==> src/rtl/header_inserter_if.sv <==
// Avalon-ST style streaming interface (valid/ready, data, sop, eop, empty).
interface avalon_st_if #(
    parameter int DATA_WIDTH = 128
);
    localparam int EMPTY_W = (DATA_WIDTH > 8) ? $clog2(DATA_WIDTH / 8) : 1;

    logic                  valid;
    logic                  ready;
    logic [DATA_WIDTH-1:0] data;
    logic                  sop;
    logic                  eop;
    logic [EMPTY_W-1:0]    empty;

    modport master (output valid, data, sop, eop, empty, input ready);
    modport slave  (input valid, data, sop, eop, empty, output ready);
endinterface

==> src/rtl/header_inserter.sv <==
// Prepends a runtime-length header to each packet of an Avalon-ST stream.
// Optional HEADER_INSERTER_SEQ_NUM_EN stamps a packet sequence number into the last header word.
//
// state  | meaning
// IDLE   | waiting for sop; non-sop words are dropped and counted
// LATCH  | one cycle: capture header_data and clamped header_words
// HEADER | emit latched header words, payload stalled
// DATA   | combinational payload pass-through until eop handshake
module header_inserter #(
    parameter int DATA_WIDTH    = 128,
    parameter int MAX_HDR_WORDS = 4,
    parameter int CNT_WIDTH     = 16,
    localparam int LEN_W   = $clog2(MAX_HDR_WORDS + 1),
    localparam int HDR_W   = MAX_HDR_WORDS * DATA_WIDTH,
    localparam int EMPTY_W = (DATA_WIDTH > 8) ? $clog2(DATA_WIDTH / 8) : 1
) (
    input  logic                 clk,
    input  logic                 rst,
    avalon_st_if.slave           data_in,
    avalon_st_if.master          data_out,
    input  logic [HDR_W-1:0]     header_data,
    input  logic [LEN_W-1:0]     header_words,
    output logic [CNT_WIDTH-1:0] drop_cnt
);

    typedef enum logic [1:0] {
        IDLE   = 2'd0,
        LATCH  = 2'd1,
        HEADER = 2'd2,
        DATA   = 2'd3
    } state_t;

    state_t                state_q;
    state_t                state_d;
    logic [LEN_W-1:0]      k_q;
    logic [LEN_W-1:0]      len_q;
    logic [LEN_W-1:0]      len_in;
    logic [HDR_W-1:0]      hdr_q;
    logic                  first_q;
    logic [DATA_WIDTH-1:0] hdr_word;
    logic                  last_hdr;
    logic                  drop;

    assign len_in   = (header_words > LEN_W'(MAX_HDR_WORDS)) ? LEN_W'(MAX_HDR_WORDS) : header_words;
    assign last_hdr = (k_q == len_q - LEN_W'(1));

`ifdef HEADER_INSERTER_SEQ_NUM_EN
    logic [CNT_WIDTH-1:0] seq_q;

    always_ff @(posedge clk or posedge rst) begin
        if (rst) begin
            seq_q <= '0;
        end else if (state_q == DATA && data_in.valid && data_out.ready && data_in.eop) begin
            seq_q <= seq_q + 1'b1;
        end
    end
`endif

    always_comb begin
        hdr_word = '0;
        for (int i = 0; i < MAX_HDR_WORDS; i++) begin
            if (k_q == LEN_W'(i)) begin
                hdr_word = hdr_q[(MAX_HDR_WORDS - i) * DATA_WIDTH - 1 -: DATA_WIDTH];
            end
        end
`ifdef HEADER_INSERTER_SEQ_NUM_EN
        if (last_hdr) begin
            hdr_word[CNT_WIDTH-1:0] = seq_q;
        end
`endif
    end

    always_ff @(posedge clk or posedge rst) begin
        if (rst) begin
            state_q <= IDLE;
        end else begin
            state_q <= state_d;
        end
    end

    always_comb begin
        state_d        = state_q;
        drop           = 1'b0;
        data_in.ready  = 1'b0;
        data_out.valid = 1'b0;
        data_out.data  = '0;
        data_out.sop   = 1'b0;
        data_out.eop   = 1'b0;
        data_out.empty = '0;
        case (state_q)
            IDLE: begin
                // sop words are left on the bus so the packet starts only after the header is latched
                data_in.ready = ~data_in.sop;
                if (data_in.valid) begin
                    if (data_in.sop) begin
                        state_d = LATCH;
                    end else begin
                        drop = 1'b1;
                    end
                end
            end
            LATCH: begin
                state_d = (len_in != '0) ? HEADER : DATA;
            end
            HEADER: begin
                data_out.valid = 1'b1;
                data_out.data  = hdr_word;
                data_out.sop   = (k_q == '0);
                if (data_out.ready && last_hdr) begin
                    state_d = DATA;
                end
            end
            DATA: begin
                data_out.valid = data_in.valid;
                data_in.ready  = data_out.ready;
                data_out.data  = data_in.data;
                data_out.eop   = data_in.eop;
                data_out.empty = data_in.eop ? data_in.empty : '0;
                data_out.sop   = (len_q == '0) && first_q && data_in.sop;
                if (data_in.valid && data_out.ready && data_in.eop) begin
                    state_d = IDLE;
                end
            end
            default: state_d = IDLE;
        endcase
        if (rst) begin
            data_in.ready  = 1'b0;
            data_out.valid = 1'b0;
            data_out.sop   = 1'b0;
            data_out.eop   = 1'b0;
            data_out.empty = '0;
        end
    end

    always_ff @(posedge clk or posedge rst) begin
        if (rst) begin
            k_q      <= '0;
            len_q    <= '0;
            hdr_q    <= '0;
            first_q  <= 1'b0;
            drop_cnt <= '0;
        end else begin
            case (state_q)
                IDLE: begin
                    if (drop && drop_cnt != '1) begin
                        drop_cnt <= drop_cnt + 1'b1;
                    end
                end
                LATCH: begin
                    hdr_q   <= header_data;
                    len_q   <= len_in;
                    first_q <= 1'b1;
                    k_q     <= '0;
                end
                HEADER: begin
                    if (data_out.ready && !last_hdr) begin
                        k_q <= k_q + 1'b1;
                    end
                end
                DATA: begin
                    if (data_in.valid && data_out.ready) begin
                        first_q <= 1'b0;
                        if (data_in.eop) begin
                            k_q <= '0;
                        end
                    end
                end
                default: ;
            endcase
        end
    end

endmodule

==> src/flat_wrapper.sv <==
// flat-port wrapper written by rule: the top's interface ports become plain ports
module header_inserter_flat 
#(
    parameter int DATA_WIDTH    = 128,
    parameter int MAX_HDR_WORDS = 4,
    parameter int CNT_WIDTH     = 16,
    localparam int LEN_W   = $clog2(MAX_HDR_WORDS + 1),
    localparam int HDR_W   = MAX_HDR_WORDS * DATA_WIDTH,
    localparam int EMPTY_W = (DATA_WIDTH > 8) ? $clog2(DATA_WIDTH / 8) : 1
)
  (clk, rst, header_data, header_words, drop_cnt, data_in_valid, data_in_data, data_in_sop, data_in_eop, data_in_empty, data_in_ready, data_out_valid, data_out_data, data_out_sop, data_out_eop, data_out_empty, data_out_ready);
  avalon_st_if #(.DATA_WIDTH(DATA_WIDTH)) data_in_i ();
  avalon_st_if #(.DATA_WIDTH(DATA_WIDTH)) data_out_i ();
  input  logic clk;
  input  logic rst;
  input  logic [HDR_W-1:0] header_data;
  input  logic [LEN_W-1:0] header_words;
  output logic [CNT_WIDTH-1:0] drop_cnt;
  input wire logic [$bits(data_in_i.valid)-1:0] data_in_valid;
  input wire logic [$bits(data_in_i.data)-1:0] data_in_data;
  input wire logic [$bits(data_in_i.sop)-1:0] data_in_sop;
  input wire logic [$bits(data_in_i.eop)-1:0] data_in_eop;
  input wire logic [$bits(data_in_i.empty)-1:0] data_in_empty;
  output wire logic [$bits(data_in_i.ready)-1:0] data_in_ready;
  output wire logic [$bits(data_out_i.valid)-1:0] data_out_valid;
  output wire logic [$bits(data_out_i.data)-1:0] data_out_data;
  output wire logic [$bits(data_out_i.sop)-1:0] data_out_sop;
  output wire logic [$bits(data_out_i.eop)-1:0] data_out_eop;
  output wire logic [$bits(data_out_i.empty)-1:0] data_out_empty;
  input wire logic [$bits(data_out_i.ready)-1:0] data_out_ready;
  assign data_in_i.valid = data_in_valid;
  assign data_in_i.data = data_in_data;
  assign data_in_i.sop = data_in_sop;
  assign data_in_i.eop = data_in_eop;
  assign data_in_i.empty = data_in_empty;
  assign data_in_ready = data_in_i.ready;
  assign data_out_valid = data_out_i.valid;
  assign data_out_data = data_out_i.data;
  assign data_out_sop = data_out_i.sop;
  assign data_out_eop = data_out_i.eop;
  assign data_out_empty = data_out_i.empty;
  assign data_out_i.ready = data_out_ready;
  header_inserter #(.DATA_WIDTH(DATA_WIDTH), .MAX_HDR_WORDS(MAX_HDR_WORDS), .CNT_WIDTH(CNT_WIDTH)) u_core (.clk(clk), .rst(rst), .data_in(data_in_i), .data_out(data_out_i), .header_data(header_data), .header_words(header_words), .drop_cnt(drop_cnt));
endmodule
==> config.mk <==
export PLATFORM = sky130hd
export DESIGN_NAME = header_inserter_flat
export DESIGN_NICKNAME = d
export VERILOG_FILES = /design/src/rtl/header_inserter_if.sv /design/src/rtl/header_inserter.sv /design/src/flat_wrapper.sv
export SDC_FILE = /design/constraint.sdc
export NUM_CORES = 2
export LEC_CHECK = 0
export ABC_AREA = 1
export BUFFER_PORTS_ARGS = -buffer_cell sky130_fd_sc_hd__buf_2
export CAP_MARGIN = 40
export CORE_AREA = 2 2 316 318
export DETAILED_ROUTE_END_ITERATION = 8
export DIE_AREA = 0 0 318 320
export PLACE_DENSITY = 0.58
export SYNTH_ARGS = -nofsm -noshare
export SYNTH_HDL_FRONTEND = slang
export SYNTH_SLANG_ARGS = --single-unit
==> constraint.sdc <==
create_clock -name clk -period 16.2 [get_ports clk]
set_input_delay 2.43 -clock clk [delete_from_list [all_inputs] [get_ports clk]]
set_output_delay 2.43 -clock clk [all_outputs]
set_load 0.005 [all_outputs]
==> flow_metrics.env <==
export IMPL_die_w_um=318
export IMPL_critPathKind="reg2out"
export IMPL_finalCritPeriodShare_pct=38.1
export IMPL_placement_io_buffers=804
export IMPL_drt_iter0_drc=1835
export IMPL_async_flop_share_pct=100
export IMPL_seq_area_frac_synth_pct=49.8
export IMPL_rr_worst_depth=7
export IMPL_wl_per_cell_um=17.6
export IMPL_rows=115
export IMPL_vias=25600
export IMPL_yosysTopAreaCell="dfrtp_1"
export IMPL_syn_area_mm2=0.0270
export IMPL_ctsHoldBuffers=0
export IMPL_synthDominantCellAreaShare_pct=49.8
export IMPL_netlist_instances=3677
export IMPL_htreeDepth=2
export IMPL_required_ns=13.77
export IMPL_grt_busiest_layer="met2"
export IMPL_cts_setup_buffers=0
export IMPL_relSlewSlack_pct=31.3
export IMPL_drc=0
export IMPL_dpl_hpwl_um=72600
export IMPL_synth_top_family_by_area="simple AND/OR/NAND/NOR gates"
export IMPL_ys_top_cells_by_area="dfrtp_1 50%, nand2_1 17%, o21ai_0 12%, inv_1 9.4%, o22ai_1 3.0%"
export IMPL_drv_slew=0
export IMPL_drt_total_wl_um=101000
export IMPL_drive_above_1_share_pct=21.9
export IMPL_grt_pass1_wl_um=151000
export IMPL_hp_class="reg2reg"
export IMPL_first_pass_iters=5
export IMPL_clock_skew_ns=0.0177
export IMPL_cts_resized=0
export IMPL_r2r_start="u_core.state_q[1]"
export IMPL_grt_pass1_vias=25200
export IMPL_p_seq_share_pct=32.8
export IMPL_cts_path_max_buffers=3
export IMPL_rsz0062_at_grt="false"
export IMPL_status="completed"
export IMPL_synth_xor_area_share_pct=0.390
export IMPL_ant_nets=0
export IMPL_cts_buffers=61
export IMPL_finalHoldViolations=0
export IMPL_internal_power_w=0.00375
export IMPL_synth_most_common_cell="nand2_1"
export IMPL_cts_tree="built"
export IMPL_clock_sinks=537
export IMPL_n_fill_cell=10500
export IMPL_syn_avg_cell_area_um2=7.34
export IMPL_area_growth_pct=26.9
export IMPL_synth_compound_area_share_pct=17.6
export IMPL_r2r_end="u_core.hdr_q[226]"
export IMPL_overflow=0
export IMPL_finalSetupViolations=0
export IMPL_num_io_pins=805
export IMPL_synthFlopType="dfrtp_1"
export IMPL_max_clock_freq_ghz=0.162
export IMPL_use_met2_pct=33.5
export IMPL_synth_simple_area_share_pct=18.3
export IMPL_start_util_pct=27.5
export IMPL_dieArea_mm2=0.102
export IMPL_clk_latency_ns=0.64
export IMPL_vias_per_cell=4.49
export IMPL_design_core_area_mm2=0.0980
export IMPL_nNetsFinal=5022
export IMPL_maxCapViolations=0
export IMPL_grt_usage_pct=19.2
export IMPL_clk_pin_slew_ns=0.06
export IMPL_synth_seq_cells=537
export IMPL_start_kind="register"
export IMPL_ys_warn_count=0
export IMPL_fin_crit_ns=6.17
export IMPL_place_congestion=0.872
export IMPL_synthesis_nets=4343
export IMPL_hold_depth=2
export IMPL_power_density_mw_per_mm2=193
export IMPL_comb_power_share_pct=45.9
export IMPL_power_leakage_nw=18.2
export IMPL_yosysUniqueCellTypes=29
export IMPL_fin_setup_tns_ns=0
export IMPL_vdd_ir_drop_max_uv=122
export IMPL_cts_root_buffer="clkbuf_16"
export IMPL_r2r_setup_slack_ns=11.69
export IMPL_end_kind="primary output"
export IMPL_synth_area_mux_share_pct=0
export IMPL_synth_edff_count=0
export IMPL_cp_max_fo=114
export IMPL_netlist_top_cells_count="1243 x nand2_1, 672 x inv_1, 639 x o21ai_0"
export IMPL_die_h_um=320
export IMPL_switching_share_pct=43.2
export IMPL_grt_use_met3_pct=4.04
export IMPL_p_switching_w=0.00285
export IMPL_synth_adder_area_share_pct=0.603
export IMPL_worstHoldEndpoint="u_core.hdr_q[144]"
export IMPL_arrival_ns=3.74
export IMPL_hold_path_startpoint="u_core.hdr_q[144]"
export IMPL_antenna_found_initial=38
export IMPL_grtUsageMet1_pct=23.6
export IMPL_tightest_slew_ns=1.03
export IMPL_grt_max_degree=239
export IMPL_final_core_util_pct=34.9
export IMPL_p_clk_share_pct=21.3
critical path: stages (launching register included):
cell and delay [ns]:
dfrtp_1 0.44, inv_1 0.11, ha_1 0.27, nand2_8 0.57, buf_4 0.80, nand2_1 0.26, nand2_1 0.15, nand2_1 0.15
nand2_1 0.09, buf_2 0.16
cells by family (layout without fill, tap and decap cells):
| family | count (synthesis) | count (layout) |
|---|---|---|
| simple gates | 1300 | 1300 |
| compound gates | 911 | 911 |
| buf+inv | 904 | 1630 |
| flops | 537 | 537 |
| fa+ha+maj | 13 | 13 |
| xor+xnor | 12 | 12 |
| other cells | 0 | 12 |
layer usage:
layer	wire length, µm	vias up
li1	-	12700
met1	41700	11900
met2	49800	866
met3	6240	174
met4	2660	24
met5	157	-
cell type report:
class                   instances  area, µm²  share of cell area (%)
diodes                         12       30.0                  0.0877
clock buffers                  83       1740                    5.08
clock inverters                27        269                   0.786
inverters                     675       2550                    7.44
multi-input cells            2236      10000                    29.2
flip-flops and latches        537      13400                    39.3
well taps                    1287       1610                    4.70
repair buffers                845       4580                    13.4
state kept, by name, summed over array words and instances, names as in the netlist:
register and flops:
u_core.drop_cnt 16, u_core.first_q 1, u_core.hdr_q 512, u_core.k_q 3, u_core.len_q 3, u_core.state_q 2
worst max-delay path by stage:
stage / start / to / slack, ns
final: u_core.k_q[0] / data_out_data[85] / 10.03
after floorplan: rst / data_out_sop / 3.02
after global routing: u_core.k_q[0] / data_out_data[85] / 9.70
after CTS: u_core.k_q[0] / data_out_data[85] / 9.89
after global placement: rst / data_out_empty[1] / 9.63
after detailed placement: rst / data_out_empty[2] / 10.12
power by group through the flow:
stage / combinational (W) / sequential [W] / clock [W]
4_1_cts: 0.00306 / 0.00216 / 0.00144
3_5_place_dp: 0.00304 / 0.00218 / 0
2_1_floorplan: 0.00202 / 0.00215 / 0
3_3_place_gp: 0.00295 / 0.00216 / 0
5_1_grt: 0.00347 / 0.00222 / 0.00150
6_report: 0.00303 / 0.00216 / 0.00141
placed cells by master, fill, tap and decap left out, types with 2 or more instances in the layout:
cell type / netlist / routed
ha_4: 0 / 3
nor2_1: 30 / 30
o21ai_1: 7 / 7
nand2_2: 3 / 2
clkinv_2: 0 / 15
clkinv_4: 0 / 2
clkbuf_8: 0 / 11
o21ai_0: 639 / 639
clkbuf_16: 0 / 62
nand2_4: 1 / 3
o22ai_1: 130 / 130
inv_4: 1 / 2
bufinv_16: 0 / 4
clkbuf_1: 135 / 10
buf_4: 26 / 28
buf_16: 0 / 12
diode_2: 0 / 12
xnor2_1: 11 / 11
buf_2: 66 / 804
nand3_1: 16 / 16
inv_6: 0 / 3
inv_1: 672 / 670
ha_1: 13 / 10
nand4_1: 2 / 2
dfrtp_1: 537 / 537
a21oi_1: 133 / 133
clkinvlp_4: 0 / 4
nand2_1: 1243 / 1241
stage by stage:
stage / power (W) / cells / area (µm²) / setup slack, ns / hold WS (ns)
after global routing: 0.00719 / 5699 / 34200 / 9.70 / 0.534
after detailed placement: 0.00522 / 5580 / 32200 / 10.12 / 0.509
after CTS: 0.00666 / 5690 / 34200 / 9.89 / 0.522
after floorplan: 0.00417 / 3677 / 27000 / 3.02 / 0.486
after global placement: 0.00512 / 5568 / 31900 / 9.63 / 0.498
final: 0.00660 / 5702 / 34200 / 10.03 / 0.519
Note: power is estimated with default switching activity, not from simulation.
